$ cat src/rtl/sb_pkg.sv
// Shared constants for the forwarding scoreboard: slot indices, index/count widths, depth limits.
// Latency: n/a (package only).
// Backpressure: n/a.
// Contents: SLOT_EX/SLOT_MEM/SLOT_WB slot positions, SB_IDX_W (winning-slot index width),
// SB_CNT_W (in-flight count width), legal DEPTH range and its check function.
// Entry record layout used by the top, MSB to LSB: {valid, is_load, rd[RADDR_W], data[DATA_W]}.
package sb_pkg;

  // Slot positions relative to ID: slot0 is the instruction currently in EX.
  localparam int SLOT_EX  = 0;
  localparam int SLOT_MEM = 1;
  localparam int SLOT_WB  = 2;

  // Legal number of tracked slots.
  localparam int SB_DEPTH_MIN = 2;
  localparam int SB_DEPTH_MAX = 8;

  // Wide enough to index SB_DEPTH_MAX slots and to count all of them.
  localparam int SB_IDX_W = 3;
  localparam int SB_CNT_W = 4;

  function automatic bit sb_depth_legal(input int depth);
    return (depth >= SB_DEPTH_MIN) && (depth <= SB_DEPTH_MAX);
  endfunction

endpackage

$ cat src/rtl/sb_match.sv
// Priority matcher for one register read port over all in-flight scoreboard slots.
// Latency: purely combinational, zero cycles.
// Backpressure: none; the caller turns a load winner in slot0 into a stall.
// Ports: i_used/i_addr = read port, i_valid/i_is_load/i_rd = per-slot state (bit k = slot k),
//        o_hit = some slot matches, o_idx = youngest matching slot, o_is_load = that slot is a load.
// Optional: SB_ZERO_REG_EN makes address 0 never match.
module sb_match
  import sb_pkg::*;
#(
  parameter int DEPTH   = 3,
  parameter int RADDR_W = 3
) (
  input  logic                            i_used,
  input  logic [RADDR_W-1:0]              i_addr,
  input  logic [DEPTH-1:0]                i_valid,
  input  logic [DEPTH-1:0]                i_is_load,
  input  logic [DEPTH-1:0][RADDR_W-1:0]   i_rd,
  output logic                            o_hit,
  output logic [SB_IDX_W-1:0]             o_idx,
  output logic                            o_is_load
);

  logic w_addr_ok;

`ifdef SB_ZERO_REG_EN
  // r0 is hardwired zero: never bypassed, never a hazard.
  assign w_addr_ok = i_used && (i_addr != '0);
`else
  assign w_addr_ok = i_used;
`endif

  // Walk oldest to youngest so the youngest match is the last one written.
  always_comb begin
    o_hit     = 1'b0;
    o_idx     = '0;
    o_is_load = 1'b0;
    for (int k = DEPTH - 1; k >= 0; k--) begin
      if (w_addr_ok && i_valid[k] && (i_rd[k] == i_addr)) begin
        o_hit     = 1'b1;
        o_idx     = SB_IDX_W'(k);
        o_is_load = i_is_load[k];
      end
    end
  end

endmodule

$ cat src/rtl/fwd_scoreboard.sv
// Destination-register scoreboard with EX/load/retired bypass to both ID read ports.
// Latency: forwarding and stall are combinational from slot state and same-cycle inputs.
// Backpressure: stall_o for exactly one cycle on a load-use dependency; flush turns ID into a bubble.
// Ports: clk_i/rst_i (sync, active-high); id_* = ID instruction; flush_i kills it;
//        ex_result_i = slot0 ALU result, mem_rdata_i = slot1 load data;
//        fwd_rs{1,2}_{hit,data}_o = bypass; stall_o; inflight_o = valid slot count.
// Optional: define SB_ZERO_REG_EN to treat r0 as hardwired zero (never tracked or matched).
module fwd_scoreboard
  import sb_pkg::*;
#(
  parameter int DATA_W  = 16,
  parameter int RADDR_W = 3,
  parameter int DEPTH   = SLOT_WB + 1
) (
  input  logic                clk_i,
  input  logic                rst_i,
  input  logic [RADDR_W-1:0]  id_rs1_i,
  input  logic [RADDR_W-1:0]  id_rs2_i,
  input  logic                id_rs1_used_i,
  input  logic                id_rs2_used_i,
  input  logic [RADDR_W-1:0]  id_rd_i,
  input  logic                id_we_i,
  input  logic                id_load_i,
  input  logic                flush_i,
  input  logic [DATA_W-1:0]   ex_result_i,
  input  logic [DATA_W-1:0]   mem_rdata_i,
  output logic                fwd_rs1_hit_o,
  output logic [DATA_W-1:0]   fwd_rs1_data_o,
  output logic                fwd_rs2_hit_o,
  output logic [DATA_W-1:0]   fwd_rs2_data_o,
  output logic                stall_o,
  output logic [3:0]          inflight_o
);

  localparam bit DEPTH_OK = sb_depth_legal(DEPTH);

  generate
    if (!DEPTH_OK) begin : g_bad_depth
      $error("fwd_scoreboard: DEPTH must be within 2..8");
    end
  endgenerate

  typedef struct packed {
    logic               valid;
    logic               is_load;
    logic [RADDR_W-1:0] rd;
    logic [DATA_W-1:0]  data;
  } entry_t;

  entry_t r_slot [DEPTH];

  logic [DEPTH-1:0]              w_valid;
  logic [DEPTH-1:0]              w_is_load;
  logic [DEPTH-1:0][RADDR_W-1:0] w_rd;
  logic [DATA_W-1:0]             w_src [DEPTH];

  logic                w_rs1_hit, w_rs2_hit;
  logic [SB_IDX_W-1:0] w_rs1_idx, w_rs2_idx;
  logic                w_rs1_load, w_rs2_load;
  logic                w_stall;
  logic                w_id_we;
  logic [SB_CNT_W-1:0] w_cnt;

  // Per-slot forwarding source. A result still being produced this cycle
  // (ALU in slot0, load in slot1) comes from the live input, otherwise from storage.
  always_comb begin
    for (int k = 0; k < DEPTH; k++) begin
      w_valid[k]   = r_slot[k].valid;
      w_is_load[k] = r_slot[k].is_load;
      w_rd[k]      = r_slot[k].rd;
      w_src[k]     = r_slot[k].data;
      if ((k == SLOT_EX) && !r_slot[k].is_load) begin
        w_src[k] = ex_result_i;
      end
      if ((k == SLOT_MEM) && r_slot[k].is_load) begin
        w_src[k] = mem_rdata_i;
      end
    end
  end

  sb_match #(.DEPTH(DEPTH), .RADDR_W(RADDR_W)) u_match_rs1 (
    .i_used    (id_rs1_used_i),
    .i_addr    (id_rs1_i),
    .i_valid   (w_valid),
    .i_is_load (w_is_load),
    .i_rd      (w_rd),
    .o_hit     (w_rs1_hit),
    .o_idx     (w_rs1_idx),
    .o_is_load (w_rs1_load)
  );

  sb_match #(.DEPTH(DEPTH), .RADDR_W(RADDR_W)) u_match_rs2 (
    .i_used    (id_rs2_used_i),
    .i_addr    (id_rs2_i),
    .i_valid   (w_valid),
    .i_is_load (w_is_load),
    .i_rd      (w_rd),
    .o_hit     (w_rs2_hit),
    .o_idx     (w_rs2_idx),
    .o_is_load (w_rs2_load)
  );

  always_comb begin
    fwd_rs1_data_o = '0;
    fwd_rs2_data_o = '0;
    for (int k = 0; k < DEPTH; k++) begin
      if (w_rs1_hit && (w_rs1_idx == SB_IDX_W'(k))) begin
        fwd_rs1_data_o = w_src[k];
      end
      if (w_rs2_hit && (w_rs2_idx == SB_IDX_W'(k))) begin
        fwd_rs2_data_o = w_src[k];
      end
    end
  end

  assign fwd_rs1_hit_o = w_rs1_hit;
  assign fwd_rs2_hit_o = w_rs2_hit;

  // Only a load still in EX is unforwardable; one cycle later it sits in MEM
  // and bypasses mem_rdata_i, so the stall self-clears after one cycle.
  assign w_stall = (w_rs1_hit && w_rs1_load && (w_rs1_idx == SB_IDX_W'(SLOT_EX))) ||
                   (w_rs2_hit && w_rs2_load && (w_rs2_idx == SB_IDX_W'(SLOT_EX)));
  assign stall_o = w_stall;

`ifdef SB_ZERO_REG_EN
  assign w_id_we = id_we_i && (id_rd_i != '0);
`else
  assign w_id_we = id_we_i;
`endif

  always_ff @(posedge clk_i) begin
    if (rst_i) begin
      for (int k = 0; k < DEPTH; k++) begin
        r_slot[k].valid <= 1'b0;
      end
    end else begin
      // Stalled or flushed ID instruction enters as a bubble.
      r_slot[0].valid   <= w_id_we && !w_stall && !flush_i;
      r_slot[0].is_load <= id_load_i;
      r_slot[0].rd      <= id_rd_i;
      r_slot[0].data    <= '0;
      // Capturing the source value on shift latches live EX/load results as they pass.
      for (int k = 1; k < DEPTH; k++) begin
        r_slot[k].valid   <= r_slot[k-1].valid;
        r_slot[k].is_load <= r_slot[k-1].is_load;
        r_slot[k].rd      <= r_slot[k-1].rd;
        r_slot[k].data    <= w_src[k-1];
      end
    end
  end

  always_comb begin
    w_cnt = '0;
    for (int k = 0; k < DEPTH; k++) begin
      w_cnt = w_cnt + SB_CNT_W'(r_slot[k].valid);
    end
  end

  assign inflight_o = w_cnt;

endmodule

$ cat config.mk
export PLATFORM = sky130hd
export DESIGN_NAME = fwd_scoreboard
export DESIGN_NICKNAME = d
export VERILOG_FILES = /design/src/rtl/sb_pkg.sv /design/src/rtl/sb_match.sv /design/src/rtl/fwd_scoreboard.sv
export SDC_FILE = /design/constraint.sdc
export NUM_CORES = 1
export LEC_CHECK = 0
export ABC_AREA = 1
export BUFFER_PORTS_ARGS = -buffer_cell sky130_fd_sc_hd__buf_2
export CAP_MARGIN = 20
export CORE_ASPECT_RATIO = 0.6
export CORE_MARGIN = 2
export CORE_UTILIZATION = 35
export CTS_BUF_LIST = sky130_fd_sc_hd__clkbuf_8
export DETAILED_ROUTE_END_ITERATION = 16
export PLACE_DENSITY = 0.64
export SYNTH_ARGS = -nofsm -noshare
export SYNTH_HDL_FRONTEND = slang
export SYNTH_SLANG_ARGS = --single-unit
$ cat constraint.sdc
create_clock -name clk_i -period 2.1 [get_ports clk_i]
set_input_delay 0.105 -clock clk_i [delete_from_list [all_inputs] [get_ports clk_i]]
set_output_delay 0.105 -clock clk_i [all_outputs]
set_load 0.005 [all_outputs]
After elaboration in Yosys (flattened, before gate mapping)
Memory sizes are Yosys's and may differ from the RTL's.
Index checks and enable logic that the tools add are counted.

word-level totals
  register bits after elaboration = 0
  bits in writable memories = 63
  input port bits = 48
  memories kept = 1

memory list
  name    words  bits a word  read ports  clocked after memory_dff  write ports  RTL line              RTL
  r_slot  3      21           3           0                         3            fwd_scoreboard.sv:50  entry_t r_slot [DEPTH];

operators by class
  add/sub/neg operators = 2
  equality and inequality tests = 10
  mux-type cells = 32
  bitwise gates (word level) = 3
  reductions and logical operators = 29

operator list
  kind                                                                   count
  16-bit two-way mux                                                     8
  1-bit logical AND                                                      24
  3-bit equality test                                                    6
  1-bit two-way mux                                                      18
  2-bit two-way mux                                                      6
  3-bit by 1-bit equality test with 1-bit output, second input constant  2
  3-bit by 2-bit equality test with 1-bit output, second input constant  2
  3-bit zero test                                                        2
  2-bit by 1-bit adder with 3-bit output                                 1
  1-bit OR                                                               3
  1-bit by 1-bit adder with 2-bit output                                 1
  1-bit zero test                                                        2
  1-bit logical OR                                                       1

Depth between registers and ports, before layout
An unclocked memory read counts as a cell.

  depth in word-level cells = 13
  depth in mapped cells = 10

Cells and area by module
A second synthesis with hierarchy kept.

unflattened totals
  cell total of the unflattened synthesis = 469
  area, all modules = 3,399.5 um^2

modules (own cells, without submodules)
  module          instances  cells an instance  area each (um^2)  sequential area each (um^2)
  fwd_scoreboard  1          345                2,811.4           1,381.3
  sb_match        2          62                 294.0             0.0

Worst setup path after synthesis
No wires, ideal clock.

  path kind = input -> register
  from = in rst_i
  to = mem r_slot[0][16] (netlist name), enable pin
  setup time = 397 ps
  data arrival time = 1,367 ps
  data required time = 1,703 ps
  setup slack = 336 ps
  stages on the path = 3
  buffers on the path = 2
  cells stage by stage = clkbuf_1 clkbuf_1 inv_1

RTL lines
  item                RTL line              RTL
  start: declaration  fwd_scoreboard.sv:16  input logic rst_i,
  end: declaration    fwd_scoreboard.sv:50

==> run summary <==
In the routed layout, each cell is associated on average with a via count of about 4.9. The cell sitting at the root of the clock tree is a clkbuf_8. The worst hold path terminates at r_slot[0][20]$_SDFF_PP0_.

The maximum net fanout on the critical path came out at 32. The number of pins with negative max-slew slack in the final report is 0. The cell area that synthesis handed to floorplanning was 3500 um^2. STA classifies the critical path startpoint as a register. The count of nets after finishing came out at about 630. The worst hold path class is in -> reg. After layout, the minimum clock period comes to ~2.1 ns. The final routed wire length divided by cell count came out at ~15 um. STA puts the critical path data required time at 2.00 ns. The number of CTS-inserted buffers came out at 5. The total wire length came out at 11.0 mm.

Yosys printed 0 warnings. The first TritonRoute pass finished after 5 iterations. The first-pass GRT wire length came out at roughly 17 mm.

The worst slew margin relative to its limit came out at 0.494. The max-cap check violation count came out at 0. Among the stages of the critical path, the cell type that occurs most often is nand2_1. The number of clock sinks is 46. The setup violation total in the final timing report came out at 0. The global router's overall resource usage is 0.207. The fmax came out at about 0.48 GHz. Of the synthesized area, sequential elements account for 0.387. The x dimension of the die is about 130 um. Setup repair after global routing could not meet its margin everywhere.

Detailed placement ended at an HPWL of 8.22 mm. The register name with the most flops is r_slot. Entering global routing, the biggest net connects 35 pins. The startpoint identified for the worst hold timing path is id_we_i. The worst hold path passes through 3 cells. The floorplan has 28 rows. The power per standard cell area came out at about 480 nW/um^2. The number of global-route vias before repair came to between 3,000 and 4,000. The worst endpoint data arrival time came out at 1.99 ns. On the critical path, the stage with the largest delay is an instance of o21ai_0. The antenna diode instance count came out at 0.

The number of remaining DRC errors came out at 0. The latest clock arrival within the worst-skew pair came out at 0.31 ns. The final core area utilization came out at 0.428.

The largest incremental delay on the critical path is about 0.61 ns. The critical path class is reg -> out. The number of enable flip-flop cells after synthesis came out at 43. The transition time of the tightest slew-check pin is between 0.7 and 0.8 ns. The signal on the critical path passes through buf_4 -> o21ai_0 -> nand3_1 -> nand2_1 -> inv_1 -> nand2_1 -> buf_2.

The full die area is around 11,000 um^2. The share of synthesized registers carrying an async set or reset is 0. The number of buffer and inverter instances along the worst setup path came out at 3. The clock tree from TritonCTS is yes. The number of stages on the worst setup path came out at 7.

The predominant post-synthesis flop cell is edfxtp_1. The total congestion overflow after global routing is 0. After clock tree synthesis, the clock-pin slew on the worst setup and hold paths is about 0.09 ns. The type of element capturing the critical path is an output pin. The worst ir drop on vdd is ~0.27 mV.

The initial utilization of the core area, before any placement, comes to 0.358. The startpoint of the worst register-to-register path is r_slot[1][19]$_DFFE_PN_. The portion of the clock cycle consumed by the worst path in the final layout came out at 0.997. The final number of hold-violating endpoints came to 0. After technology mapping, the gate count stands at 492. The number of buffers inserted by port buffering is between 80 and 90. The setup slack of the worst register-to-register path came out at ~0.56 ns. The post-synthesis area per instance is ~7 um^2. The die is approximately 81 um tall.

The total negative slack for setup checks came out at 0 ns. The initial antenna violation count is 0. The final estimated routing congestion in global placement is ~0.9. The first routing iteration left ~360 violations. The leakage power of the design came out at 2.26 nW. The share of post-route cells with drive strength above 1 came out at 0.254. The area growth from synthesis to layout is 19.7%. The depth of the CTS H-tree came out at 2. The kind of cell with the highest combined delay along the critical path is compound AO/OA/AOI/OAI gates. The detailed router placed 3,475 vias in this run. The post-detailed-route count of antenna-violating nets came out at 0.

In the final layout, the registers with the most flip-flops are r_slot x46. The register with the most flip-flops in the layout has 46 of them. The worst-case reg-to-reg path depth came out at 2. The unique cell type count in the Yosys netlist came out at 25. Synthesis inferred 46 register bits. The number of buffers on the longest clock path came out at 2. The worst path setup slack after routing came out at 0.00584 ns. The core footprint came out at 9770 um^2. The count of pins on the block boundary came out at 87. The clock tree skew after final layout is about 0.010 ns. The run finished with clean final reports. The endpoint of the most critical register-to-register path is r_slot[2][10]$_DFFE_PN_. The worst setup slack after placement is ~0.29 ns.
[kinds of logic (layout without fill, tap and decap cells)]
logic type                 after synthesis  count (layout)  share of synthesized area
and+or+nand+nor                        308             308                      0.429
buffers and inverters                  118             204                      0.150
DFF                                     46              46                      0.387
AOI/OAI and AO/OA                       18              18                     0.0268
adders and majority gates                1               1                    0.00573
other                                    1               2                    0.00107
[how the worst max path moves through the flow]
stage,startpoint,endpoint,slack (ns)
after floorplan,rst_i,r_slot[0][16]$_DFFE_PN_,0.34
after global placement,r_slot[0][16]$_DFFE_PN_,fwd_rs2_data_o[3],0.29
after detailed placement,r_slot[0][16]$_DFFE_PN_,fwd_rs2_data_o[3],0.29
after CTS,r_slot[1][17]$_DFFE_PN_,fwd_rs1_data_o[15],0.003
after global routing,r_slot[1][19]$_DFFE_PN_,fwd_rs1_data_o[10],-0.09
final,r_slot[1][19]$_DFFE_PN_,fwd_rs2_data_o[2],0.006
[area by class of cell]
type | instances | area (um^2)
Inverter | 93 | 349
Clock inverter | 3 | 17.5
Fill cell | 1015 | 5590
Clock buffer | 5 | 68.8
Tap cell | 135 | 169
Multi-Input combinational cell | 329 | 1640
Sequential cell | 46 | 1350
Timing Repair Buffer | 103 | 588
[placed cells by master, fill, tap and decap left out]
master and count:
nor2_2 2, clkinv_2 1, dfxtp_1 3, conb_1 2
o21ai_1 1, fa_1 1, nor2_8 2, a21oi_2 1
nand2_4 1, or2_2 1, nor2_1 37, clkinv_4 1
nand2_1 154, buf_2 84, edfxtp_1 43, nor2_4 4
inv_1 87, nand3_1 53, nand2_2 3, o21ai_0 15
clkinv_1 1, a21oi_1 1, nand3_2 15, clkbuf_8 5
nand4_1 34, buf_4 17, inv_2 6, buf_12 2
nand2_8 2
[Yosys cell counts (2+ instances only)]
cell type / n / area share
buf_2: 6 / 0.0086
buf_4: 8 / 0.017
buf_6: 6 / 0.019
clkbuf_1: 5 / 0.0054
dfxtp_1: 3 / 0.017
edfxtp_1: 43 / 0.37
inv_1: 86 / 0.092
inv_2: 6 / 0.0064
nand2_1: 154 / 0.17
nand2_2: 3 / 0.0054
nand2_4: 3 / 0.0097
nand3_1: 53 / 0.076
nand3_2: 15 / 0.043
nand4_1: 34 / 0.061
nor2_1: 37 / 0.040
nor2_2: 2 / 0.0036
nor2_4: 4 / 0.013
nor2_8: 2 / 0.011
o21ai_0: 16 / 0.023
[where the power goes]
part,switching [mW],internal [mW],leakage [nW],total [mW]
Combinational,0.253,0.107,1.75,0.360
Sequential,0.0296,1.07,0.465,1.10
Clock,0.329,0.231,0.0493,0.560
[routing by layer]
| metal | share of wire | global-route usage | wire [um] | vias up |
|---|---|---|---|---|
| li1 | - | - | - | 1730 |
| met1 | 0.51 | 0.327 | 5560 | 1571 |
| met2 | 0.39 | 0.284 | 4270 | 168 |
| met3 | 0.099 | 0.0506 | 1090 | 6 |
| met4 | 0.0039 | 0.0290 | 43 | 0 |
| met5 | 0 | 0 | 0 | - |
[tightest hold or removal path: stages]
cell and delay (ns):
buf_2 0.10, nand2_1 0.05, nor2_1 0.03
[through the flow]
stage / hold slack [ns] / cells / power (mW) / area [um^2]
finish: 0.0223 / 714 / 2.02 / 4180
global route: 0.0174 / 714 / 2.11 / 4180
CTS: 0.0164 / 709 / 2.02 / 4130
detailed placement: 0.341 / 700 / 1.46 / 4010
global placement: 0.341 / 700 / 1.46 / 4010
floorplan: 0.231 / 493 / 1.31 / 3500
[what timing repair did]
action                                  4_1_cts  5_1_grt
endpoints found under the setup margin        8       34
gates resized for setup                       1        2
buffers inserted                              1        5
pin swaps                                     1        3
hold buffers                                  0        0
No activity file was read; power rests on OpenSTA's default activity.
